<file path="src/rtl/lc3_sequencer_if.sv">
// Control/status bundle between the LC-3 sequencer and its datapath.
// The sequencer side is 'master'; the datapath side is 'slave'.
interface lc3_sequencer_if;
  logic [15:0] IR;
  logic        N;
  logic        Z;
  logic        P;
  logic        memRdy;
  logic [1:0]  aluControl;
  logic        enaALU;
  logic        enaMARM;
  logic        enaMDR;
  logic        enaPC;
  logic        selMAR;
  logic        selEAB1;
  logic [1:0]  selEAB2;
  logic [1:0]  selPC;
  logic        selMDR;
  logic        ldPC;
  logic        ldIR;
  logic        ldMAR;
  logic        ldMDR;
  logic [2:0]  SR1;
  logic [2:0]  SR2;
  logic [2:0]  DR;
  logic        regWE;
  logic        memWE;
  logic        halted;

  modport master (
    input  IR, N, Z, P, memRdy,
    output aluControl, enaALU, enaMARM, enaMDR, enaPC, selMAR, selEAB1, selEAB2,
           selPC, selMDR, ldPC, ldIR, ldMAR, ldMDR, SR1, SR2, DR, regWE, memWE, halted
  );

  modport slave (
    output IR, N, Z, P, memRdy,
    input  aluControl, enaALU, enaMARM, enaMDR, enaPC, selMAR, selEAB1, selEAB2,
           selPC, selMDR, ldPC, ldIR, ldMAR, ldMDR, SR1, SR2, DR, regWE, memWE, halted
  );
endinterface

</file>
<file path="src/rtl/lc3_sequencer.sv">
// Multi-cycle LC-3 control FSM: fetch, decode and execute with memRdy-paced memory waits.
// All control outputs decode combinationally from the state register, IR and memRdy.
module lc3_sequencer (
  input logic             clk,
  input logic             reset,
  lc3_sequencer_if.master bus
);

  typedef enum logic [3:0] {
    FETCH0 = 4'd0,
    FETCH1 = 4'd1,
    FETCH2 = 4'd2,
    DECODE = 4'd3,
    ALU_EX = 4'd4,
    BR_EX  = 4'd5,
    JMP_EX = 4'd6,
    LEA_EX = 4'd7,
    ADDR   = 4'd8,
    IND_RD = 4'd9,
    IND_LD = 4'd10,
    MEM_RD = 4'd11,
    MEM_WB = 4'd12,
    ST_MDR = 4'd13,
    MEM_WR = 4'd14,
    HALT   = 4'd15
  } state_e;

  localparam logic [3:0] OP_BR  = 4'b0000;
  localparam logic [3:0] OP_ADD = 4'b0001;
  localparam logic [3:0] OP_LD  = 4'b0010;
  localparam logic [3:0] OP_ST  = 4'b0011;
  localparam logic [3:0] OP_AND = 4'b0101;
  localparam logic [3:0] OP_LDR = 4'b0110;
  localparam logic [3:0] OP_STR = 4'b0111;
  localparam logic [3:0] OP_NOT = 4'b1001;
  localparam logic [3:0] OP_LDI = 4'b1010;
  localparam logic [3:0] OP_STI = 4'b1011;
  localparam logic [3:0] OP_JMP = 4'b1100;
  localparam logic [3:0] OP_LEA = 4'b1110;

  state_e     state_q;
  state_e     state_d;
  logic [3:0] opcode_s;

  assign opcode_s = bus.IR[15:12];

  // State register; reset parks the machine at the start of fetch.
  always_ff @(posedge clk or negedge reset) begin
    if (!reset) begin
      state_q <= FETCH0;
    end else begin
      state_q <= state_d;
    end
  end

  // Next-state and control decode; while reset is low every output stays 0.
  always_comb begin
    state_d        = state_q;
    bus.aluControl = 2'b00;
    bus.enaALU     = 1'b0;
    bus.enaMARM    = 1'b0;
    bus.enaMDR     = 1'b0;
    bus.enaPC      = 1'b0;
    bus.selMAR     = 1'b0;
    bus.selEAB1    = 1'b0;
    bus.selEAB2    = 2'b00;
    bus.selPC      = 2'b00;
    bus.selMDR     = 1'b0;
    bus.ldPC       = 1'b0;
    bus.ldIR       = 1'b0;
    bus.ldMAR      = 1'b0;
    bus.ldMDR      = 1'b0;
    bus.SR1        = 3'b000;
    bus.SR2        = 3'b000;
    bus.DR         = 3'b000;
    bus.regWE      = 1'b0;
    bus.memWE      = 1'b0;
    bus.halted     = 1'b0;
    if (!reset) begin
      state_d = FETCH0;
    end else begin
      bus.DR  = bus.IR[11:9];
      bus.SR1 = bus.IR[8:6];
      bus.SR2 = bus.IR[2:0];
      case (state_q)
        FETCH0: begin
          bus.enaPC = 1'b1;
          bus.ldMAR = 1'b1;
          bus.ldPC  = 1'b1;
          state_d   = FETCH1;
        end
        FETCH1: begin
          bus.selMDR = 1'b1;
          bus.ldMDR  = bus.memRdy;
          state_d    = bus.memRdy ? FETCH2 : FETCH1;
        end
        FETCH2: begin
          bus.enaMDR = 1'b1;
          bus.ldIR   = 1'b1;
          state_d    = DECODE;
        end
        DECODE: begin
          case (opcode_s)
            OP_ADD, OP_AND, OP_NOT: state_d = ALU_EX;
            OP_BR:                  state_d = BR_EX;
            OP_JMP:                 state_d = JMP_EX;
            OP_LEA:                 state_d = LEA_EX;
            OP_LD, OP_LDR, OP_LDI:  state_d = ADDR;
            OP_ST, OP_STR, OP_STI:  state_d = ADDR;
            default:                state_d = HALT;
          endcase
        end
        ALU_EX: begin
          case (opcode_s)
            OP_AND:  bus.aluControl = 2'b01;
            OP_NOT:  bus.aluControl = 2'b10;
            default: bus.aluControl = 2'b00;
          endcase
          bus.enaALU = 1'b1;
          bus.regWE  = 1'b1;
          state_d    = FETCH0;
        end
        BR_EX: begin
          bus.ldPC    = (bus.IR[11] & bus.N) | (bus.IR[10] & bus.Z) | (bus.IR[9] & bus.P);
          bus.selEAB2 = 2'b10;
          bus.selPC   = 2'b01;
          state_d     = FETCH0;
        end
        JMP_EX: begin
          bus.ldPC    = 1'b1;
          bus.selPC   = 2'b01;
          bus.selEAB1 = 1'b1;
          state_d     = FETCH0;
        end
        LEA_EX: begin
          bus.enaMARM = 1'b1;
          bus.selEAB2 = 2'b10;
          bus.regWE   = 1'b1;
          state_d     = FETCH0;
        end
        ADDR: begin
          bus.enaMARM = 1'b1;
          bus.ldMAR   = 1'b1;
          // Base+offset6 for LDR/STR, PC+offset9 for the rest.
          case (opcode_s)
            OP_LDR: begin
              bus.selEAB1 = 1'b1;
              bus.selEAB2 = 2'b01;
              state_d     = MEM_RD;
            end
            OP_STR: begin
              bus.selEAB1 = 1'b1;
              bus.selEAB2 = 2'b01;
              state_d     = ST_MDR;
            end
            OP_LD: begin
              bus.selEAB2 = 2'b10;
              state_d     = MEM_RD;
            end
            OP_ST: begin
              bus.selEAB2 = 2'b10;
              state_d     = ST_MDR;
            end
            OP_LDI, OP_STI: begin
              bus.selEAB2 = 2'b10;
              state_d     = IND_RD;
            end
            default: begin
              state_d = HALT;
            end
          endcase
        end
        IND_RD: begin
          bus.selMDR = 1'b1;
          bus.ldMDR  = bus.memRdy;
          state_d    = bus.memRdy ? IND_LD : IND_RD;
        end
        IND_LD: begin
          bus.enaMDR = 1'b1;
          bus.ldMAR  = 1'b1;
          if (opcode_s == OP_LDI) begin
            state_d = MEM_RD;
          end else begin
            state_d = ST_MDR;
          end
        end
        MEM_RD: begin
          bus.selMDR = 1'b1;
          bus.ldMDR  = bus.memRdy;
          state_d    = bus.memRdy ? MEM_WB : MEM_RD;
        end
        MEM_WB: begin
          bus.enaMDR = 1'b1;
          bus.regWE  = 1'b1;
          state_d    = FETCH0;
        end
        ST_MDR: begin
          // Source register sits in the DR field for stores; ALU passes it through.
          bus.SR1        = bus.IR[11:9];
          bus.aluControl = 2'b11;
          bus.enaALU     = 1'b1;
          bus.ldMDR      = 1'b1;
          state_d        = MEM_WR;
        end
        MEM_WR: begin
          bus.memWE = 1'b1;
          state_d   = bus.memRdy ? FETCH0 : MEM_WR;
        end
        HALT: begin
          bus.halted = 1'b1;
          state_d    = HALT;
        end
        default: begin
          state_d = FETCH0;
        end
      endcase
    end
  end

endmodule
</file>
<file path="src/flat_wrapper.sv">
// flat-port wrapper written by rule: the top's interface ports become plain ports
module lc3_sequencer_flat 
  (clk, reset, bus_IR, bus_N, bus_Z, bus_P, bus_memRdy, bus_aluControl, bus_enaALU, bus_enaMARM, bus_enaMDR, bus_enaPC, bus_selMAR, bus_selEAB1, bus_selEAB2, bus_selPC, bus_selMDR, bus_ldPC, bus_ldIR, bus_ldMAR, bus_ldMDR, bus_SR1, bus_SR2, bus_DR, bus_regWE, bus_memWE, bus_halted);
  lc3_sequencer_if bus_i ();
  input logic clk;
  input logic reset;
  input wire logic [$bits(bus_i.IR)-1:0] bus_IR;
  input wire logic [$bits(bus_i.N)-1:0] bus_N;
  input wire logic [$bits(bus_i.Z)-1:0] bus_Z;
  input wire logic [$bits(bus_i.P)-1:0] bus_P;
  input wire logic [$bits(bus_i.memRdy)-1:0] bus_memRdy;
  output wire logic [$bits(bus_i.aluControl)-1:0] bus_aluControl;
  output wire logic [$bits(bus_i.enaALU)-1:0] bus_enaALU;
  output wire logic [$bits(bus_i.enaMARM)-1:0] bus_enaMARM;
  output wire logic [$bits(bus_i.enaMDR)-1:0] bus_enaMDR;
  output wire logic [$bits(bus_i.enaPC)-1:0] bus_enaPC;
  output wire logic [$bits(bus_i.selMAR)-1:0] bus_selMAR;
  output wire logic [$bits(bus_i.selEAB1)-1:0] bus_selEAB1;
  output wire logic [$bits(bus_i.selEAB2)-1:0] bus_selEAB2;
  output wire logic [$bits(bus_i.selPC)-1:0] bus_selPC;
  output wire logic [$bits(bus_i.selMDR)-1:0] bus_selMDR;
  output wire logic [$bits(bus_i.ldPC)-1:0] bus_ldPC;
  output wire logic [$bits(bus_i.ldIR)-1:0] bus_ldIR;
  output wire logic [$bits(bus_i.ldMAR)-1:0] bus_ldMAR;
  output wire logic [$bits(bus_i.ldMDR)-1:0] bus_ldMDR;
  output wire logic [$bits(bus_i.SR1)-1:0] bus_SR1;
  output wire logic [$bits(bus_i.SR2)-1:0] bus_SR2;
  output wire logic [$bits(bus_i.DR)-1:0] bus_DR;
  output wire logic [$bits(bus_i.regWE)-1:0] bus_regWE;
  output wire logic [$bits(bus_i.memWE)-1:0] bus_memWE;
  output wire logic [$bits(bus_i.halted)-1:0] bus_halted;
  assign bus_i.IR = bus_IR;
  assign bus_i.N = bus_N;
  assign bus_i.Z = bus_Z;
  assign bus_i.P = bus_P;
  assign bus_i.memRdy = bus_memRdy;
  assign bus_aluControl = bus_i.aluControl;
  assign bus_enaALU = bus_i.enaALU;
  assign bus_enaMARM = bus_i.enaMARM;
  assign bus_enaMDR = bus_i.enaMDR;
  assign bus_enaPC = bus_i.enaPC;
  assign bus_selMAR = bus_i.selMAR;
  assign bus_selEAB1 = bus_i.selEAB1;
  assign bus_selEAB2 = bus_i.selEAB2;
  assign bus_selPC = bus_i.selPC;
  assign bus_selMDR = bus_i.selMDR;
  assign bus_ldPC = bus_i.ldPC;
  assign bus_ldIR = bus_i.ldIR;
  assign bus_ldMAR = bus_i.ldMAR;
  assign bus_ldMDR = bus_i.ldMDR;
  assign bus_SR1 = bus_i.SR1;
  assign bus_SR2 = bus_i.SR2;
  assign bus_DR = bus_i.DR;
  assign bus_regWE = bus_i.regWE;
  assign bus_memWE = bus_i.memWE;
  assign bus_halted = bus_i.halted;
  lc3_sequencer u_core (.clk(clk), .reset(reset), .bus(bus_i));
endmodule
</file>
<file path="config.mk">
export PLATFORM = sky130hd
export DESIGN_NAME = lc3_sequencer_flat
export DESIGN_NICKNAME = d
export VERILOG_FILES = /design/src/rtl/lc3_sequencer_if.sv /design/src/rtl/lc3_sequencer.sv /design/src/flat_wrapper.sv
export SDC_FILE = /design/constraint.sdc
export NUM_CORES = 1
export LEC_CHECK = 0
export ABC_CLOCK_PERIOD_IN_PS = 2500
export CORE_ASPECT_RATIO = 1.5
export CORE_MARGIN = 2
export CORE_UTILIZATION = 41
export DETAILED_ROUTE_END_ITERATION = 10
export PLACE_DENSITY = 0.86
export SYNTH_ARGS = -nofsm -noshare
export SYNTH_HDL_FRONTEND = slang
export SYNTH_SLANG_ARGS = --single-unit
export TNS_END_PERCENT = 1
</file>
<file path="constraint.sdc">
create_clock -name clk -period 2.5 [get_ports clk]
set_clock_uncertainty 0.1 [all_clocks]
set_input_delay 0.5 -clock clk [delete_from_list [all_inputs] [get_ports clk]]
set_output_delay 0.5 -clock clk [all_outputs]
set_load 0.03 [all_outputs]
</file>
==> flow_summary.ini, run 1 <==
[run_status]
status = complete, no violations

[pwr]
max-vdd-ir-drop_uv = 155
pwr-share-comb_pct = 52.3
swShare_pct = 38.3
p_per_area_nw_per_um2 = 247
internal-power_mw = 0.203
p_clk_share_pct = 24.6
pwr-share-seq_pct = 23.1
p_leak_nw = 0.611
p_sw_mw = 0.126

[drt]
drc = 0
drtIter0Drc = 32
ant_nets = 0
wl_per_cell_um = 13.7
num_vias = 1141
vias_per_cell = 5.79
drt_pass1_iterations = 4
drt-total-wl_um = 2690

[logic_synthesis]
synthAdderAreaFrac_pct = 5.65
yosysMostFrequentCell = a21oi_1
synth-seq-cells = 4
synth.top_cells.by_count = 14 x a21oi_1, 10 x nand2_1, 9 x buf_2, 9 x nor2_1
synth_compound_area_share_pct = 25.2
yosysUniqueCellTypes = 43
synth_mux_area_share_pct = 3.48
async_flop_share_pct = 100
yosys-top-cells-area = dfrtp_1 12%, a21oi_1 8.1%, buf_2 5.2%, nor2b_1 5.1%, and2_1 4.3%
synth_xor_area_share_pct = 1.01
synthFlopType = dfrtp_1
synth_top_family_by_area = simple AND/OR/NAND/NOR gates
synth_top_cell_area_share_pct = 11.6
synth_top_area_cell = dfrtp_1
syn_avg_cell_area_um2 = 6.69
syn_inst = 129
syn_area_um2 = 863
synth_edf_count = 0
yosys.area_share.simple_pct = 42.2
synth-seq-area-share_pct = 11.6
ys_warn_count = 0

[grt]
grt_use_total_pct = 22.3
grt_pass1_wl_um = 4390
antenna_found_initial = 0
grt_overflow = 0
grt_pass1_vias = 1023
grt_max_degree = 28

[sta]
finalSetupTns_ps = 0
fin_crit_sh_pct = 95.7
max_freq_mhz = 418
slew_headroom_pct = 65.8
fin_ws_ps = 107
worst_pin_slew_ps = 506
rsz0062_at_grt = no
hold_viol = 0
min_period_ps = 2390
final_max_slew_viol_count = 0
whs_ps = 502
setup_viol = 0

[clocking]
cts_tree = yes
cts-root-buf = clkbuf_4
cts_buffers = 3
hold_buffers = 0
clock_latency_ps = 240
clock_path_buffers = 2
post_cts_buffers = 0
path_clk_slew_ps = 40
htree_levels = 1
cts_resized = 0
cts_num_sinks = 4

[setup_path]
end_kind = output port
critPathArrivalTime_ps = 1790
crit_path_start_kind = input pin
r2r-start = u_core.state_q[1]
worstPathMaxFanout = 3
startpoint = bus_IR[9]
crit_path_end = bus_ldPC
crit_type = input pin to output port
reg2reg_depth = 5
crit_required_ps = 1900
max_stage_delay_ps = 470
critical_path.slowest_cell = clkdlybuf4s50_1
crit_cells = 5
reg2reg_slack_ps = 640
crit_chain = clkdlybuf4s50_1, a222oi_1, o32ai_1, and3_1, buf_4
r2r-end = u_core.state_q[1]
path_buf_inv = 2
path_delay_family = buffers and inverters

[run]
cap_violations = 0

[min_path]
min_path_type = input pin to async pin

[cells_and_area]
largest_reg_flops = 4
design_area_um2 = 1340
antennaDiodeCount = 0
area_growth_pct = 54.6
fill_cells = 195
top_register = u_core.state_q
nets = 202
drive_gt1_share_pct = 26.3
utilization_pct = 66.7
largest_registers = u_core.state_q: 4 flops

[place]
io_buffers = 45
dp_slack_ps = -37.1
place_area_um2 = 1300
dp_hpwl_um = 2080
gp_congestion = 0.915

[die]
rows = 20
die_h_um = 60.2
die_w_um = 41.5
io_pins = 51
die_area_um2 = 2500
core_area_um2 = 2000
start_util_pct = 43.1
==> layout by cell type, fill, tap and decap left out, types with 2 or more instances in the layout <==
master           instances
buf_4                   37
o21ai_0                  2
ha_1                     3
nor2b_1                  7
nand3_1                  4
a31oi_1                  2
and2_1                   6
a21oi_1                 14
conb_1                   2
clkdlybuf4s50_1         17
a21boi_1                 2
mux2i_1                  3
o21ai_1                  3
dfrtp_1                  4
clkbuf_4                 3
nand3b_1                 3
nand4bb_1                2
inv_1                    5
nand2b_1                 4
nor3_1                   7
a222oi_1                 2
or2_2                    2
and3_1                   2
nand2_1                 10
nor2_1                   9
==> cell type report <==
type                       instances  area (um^2)  area share [%]
inverter                           5         18.8            1.41
multi-input combinational        107          686            51.4
sequential                         4          100            7.50
clock buffer                       3         22.5            1.69
timing repair buffer              56          480            36.0
tap                               22         27.5            2.06
==> metrics by stage <==
step	total power, mW	std cells
2_1_floorplan	0.171	130
3_3_place_gp	0.242	194
4_1_cts	0.329	197
3_5_place_dp	0.247	194
5_1_grt	0.348	197
6_report	0.329	197
==> how the worst min path moves through the flow <==
stage                              endpoint  slack, ps  cells after the start
after global routing      u_core.state_q[2]        510                      2
after CTS                 u_core.state_q[2]        510                      2
after floorplan           u_core.state_q[0]        100                      0
final                     u_core.state_q[2]        500                      2
after global placement    u_core.state_q[0]        680                      2
after detailed placement  u_core.state_q[0]        680                      2
==> kinds of logic after synthesis <==
logic type	Yosys count
XOR/XNOR	1
other	1
AND/OR/NAND/NOR	63
multiplexers	3
flip-flops	4
buffers and inverters	19
adder cells (fa/ha/maj)	4
AO/OA/AOI/OAI	34
==> power by group through the flow <==
stage	logic (mW)	clock network (mW)	registers, mW
2_1_floorplan	0.102	0	0.0690
3_3_place_gp	0.166	0	0.0761
3_5_place_dp	0.170	0	0.0763
4_1_cts	0.171	0.0822	0.0756
5_1_grt	0.186	0.0857	0.0766
6_report	0.172	0.0811	0.0760
==> per-layer routing <==
metal,track usage (%),routed length [um],up-vias
li1,-,-,554
met1,21.7,963,521
met2,44.9,1480,62
met3,4.23,221,4
met4,9.22,32,0
met5,0,0,-
Note: power is estimated with default switching activity, not from simulation.
==> run 2: changes to the inputs <==
- CORE_ASPECT_RATIO: 1.5 -> 1.25
- CORE_MARGIN: 2 -> 1
==> run 2 against run 1 <==
Effect of this change:
- register-to-register slack improved by 170 ps
- clock-buffer cell count unchanged
- hold slack worse by 140 ps
- via count is 3.0% higher
- sequential share of layout area about the same
- global-route usage increased by 2.8 points
- critical path depth unchanged
- highest routed layer unchanged
- fmax down 0.33%
- cell count increased by 0.51%
- sequential power fell by 2.6%
==> flow_summary.ini, run 2 (synthesized netlist as in run 1, its figures left out) <==
[run_status]
status = complete, no violations

[place]
dp_cells = 195
dp_slack_ps = 16.2
place_area_um2 = 1310
gp_congestion = 0.861
io_buffers = 45
dp_hpwl_um = 2100

[grt]
grt_pass1_wl_um = 4350
antenna_found_initial = 0
grt_pass1_vias = 1015
grt_max_degree = 15
grt_use_total_pct = 25.0
grt_overflow = 0

[sta]
rsz0062_at_grt = no
worst_pin_slew_ps = 516
final_max_slew_viol_count = 0
fin_ws_ps = 99.2
whs_ps = 365
min_period_ps = 2400
setup_viol = 0
hold_viol = 0
max_freq_mhz = 417
finalSetupTns_ps = 0
fin_crit_sh_pct = 96.0
slew_headroom_pct = 65.1

[drt]
vias_per_cell = 5.93
num_vias = 1175
drc = 0
drt-total-wl_um = 2720
drt_pass1_iterations = 4
ant_nets = 0
wl_per_cell_um = 13.7
drtIter0Drc = 20

[clocking]
path_clk_slew_ps = 40
post_cts_buffers = 0
cts_num_sinks = 4
clock_path_buffers = 2
cts_tree = yes
clock_latency_ps = 240
htree_levels = 1
hold_buffers = 0
cts_resized = 0
cts-root-buf = clkbuf_4
cts_buffers = 3

[cells_and_area]
top_register = u_core.state_q
final_cell_mix = 41 x buf_4, 16 x clkdlybuf4s50_1, 14 x a21oi_1, 10 x nand2_1, 9 x nor2_1
drive_gt1_share_pct = 27.5
multi_input_area_um2 = 677
seqCellArea_um2 = 100
final_common_cell = buf_4
largest_registers = u_core.state_q: 4 flops
area_growth_pct = 54.8
largest_reg_flops = 4
antennaDiodeCount = 0
utilization_pct = 67.4
nets = 205
fill_cells = 177
design_area_um2 = 1340
post_layout_nonfiller_instances = 198

[setup_path]
worstPathMaxFanout = 3
startpoint = bus_IR[10]
end_kind = output port
max_stage_delay_ps = 450
crit_required_ps = 1900
critPathArrivalTime_ps = 1800
crit_type = input pin to output port
crit_path_start_kind = input pin
crit_chain = clkdlybuf4s50_1, a222oi_1, o32ai_1, and3_1, buf_4
r2r-start = u_core.state_q[1]
critical_path.slowest_cell = clkdlybuf4s50_1

[min_path]
min_path_type = input pin to async pin

[die]
die_h_um = 53.3
io_pins = 51
die_w_um = 43.0
core_area_um2 = 1980
rows = 18
die_area_um2 = 2290
start_util_pct = 43.6

[pwr]
p_leak_nw = 0.626
max-vdd-ir-drop_uv = 174
p_per_area_nw_per_um2 = 248
total_power_mw = 0.332

[run]
cap_violations = 0
[run 2: worst max-delay path: cells and delay by family]
family	cells	cell delay, ps
AOI/OAI and AO/OA	2	500
and+or+nand+nor	1	200
buffers and inverters	2	610
[run 2: power by group]
part           switching [mW]  total [mW]  leakage, nW  internal (mW)
registers             0.00686      0.0740       0.0539         0.0671
logic                  0.0918       0.175        0.558         0.0831
clock network          0.0290      0.0829       0.0138         0.0539
total                   0.128       0.332        0.626          0.204
[run 2: worst paths after layout]
path / end / slack, ps / cells past startpoint
worst max-delay path: bus_ldPC / 100 / 5
worst min-delay path: u_core.state_q[3] / 370 / 2
worst max register to register: u_core.state_q[1] / 810 / 4
worst min register to register: u_core.state_q[3] / 620 / 2
max in group asynchronous: u_core.state_q[1] / 1770 / 2
min in group clk: u_core.state_q[3] / 620 / 2
[run 2: routing by layer]
metal,track usage (%),part of all wire [%]
met5,0,0
met3,7.51,8.4
met2,44.9,52
met1,26.8,38
met4,11.1,1.9
[run 2: final cells by class]
class	instances	area share, %
clock buffer	3	1.69
sequential	4	7.49
tap	20	1.87
inverter	5	1.40
timing repair buffer	59	36.9
multi-input combinational	107	50.7
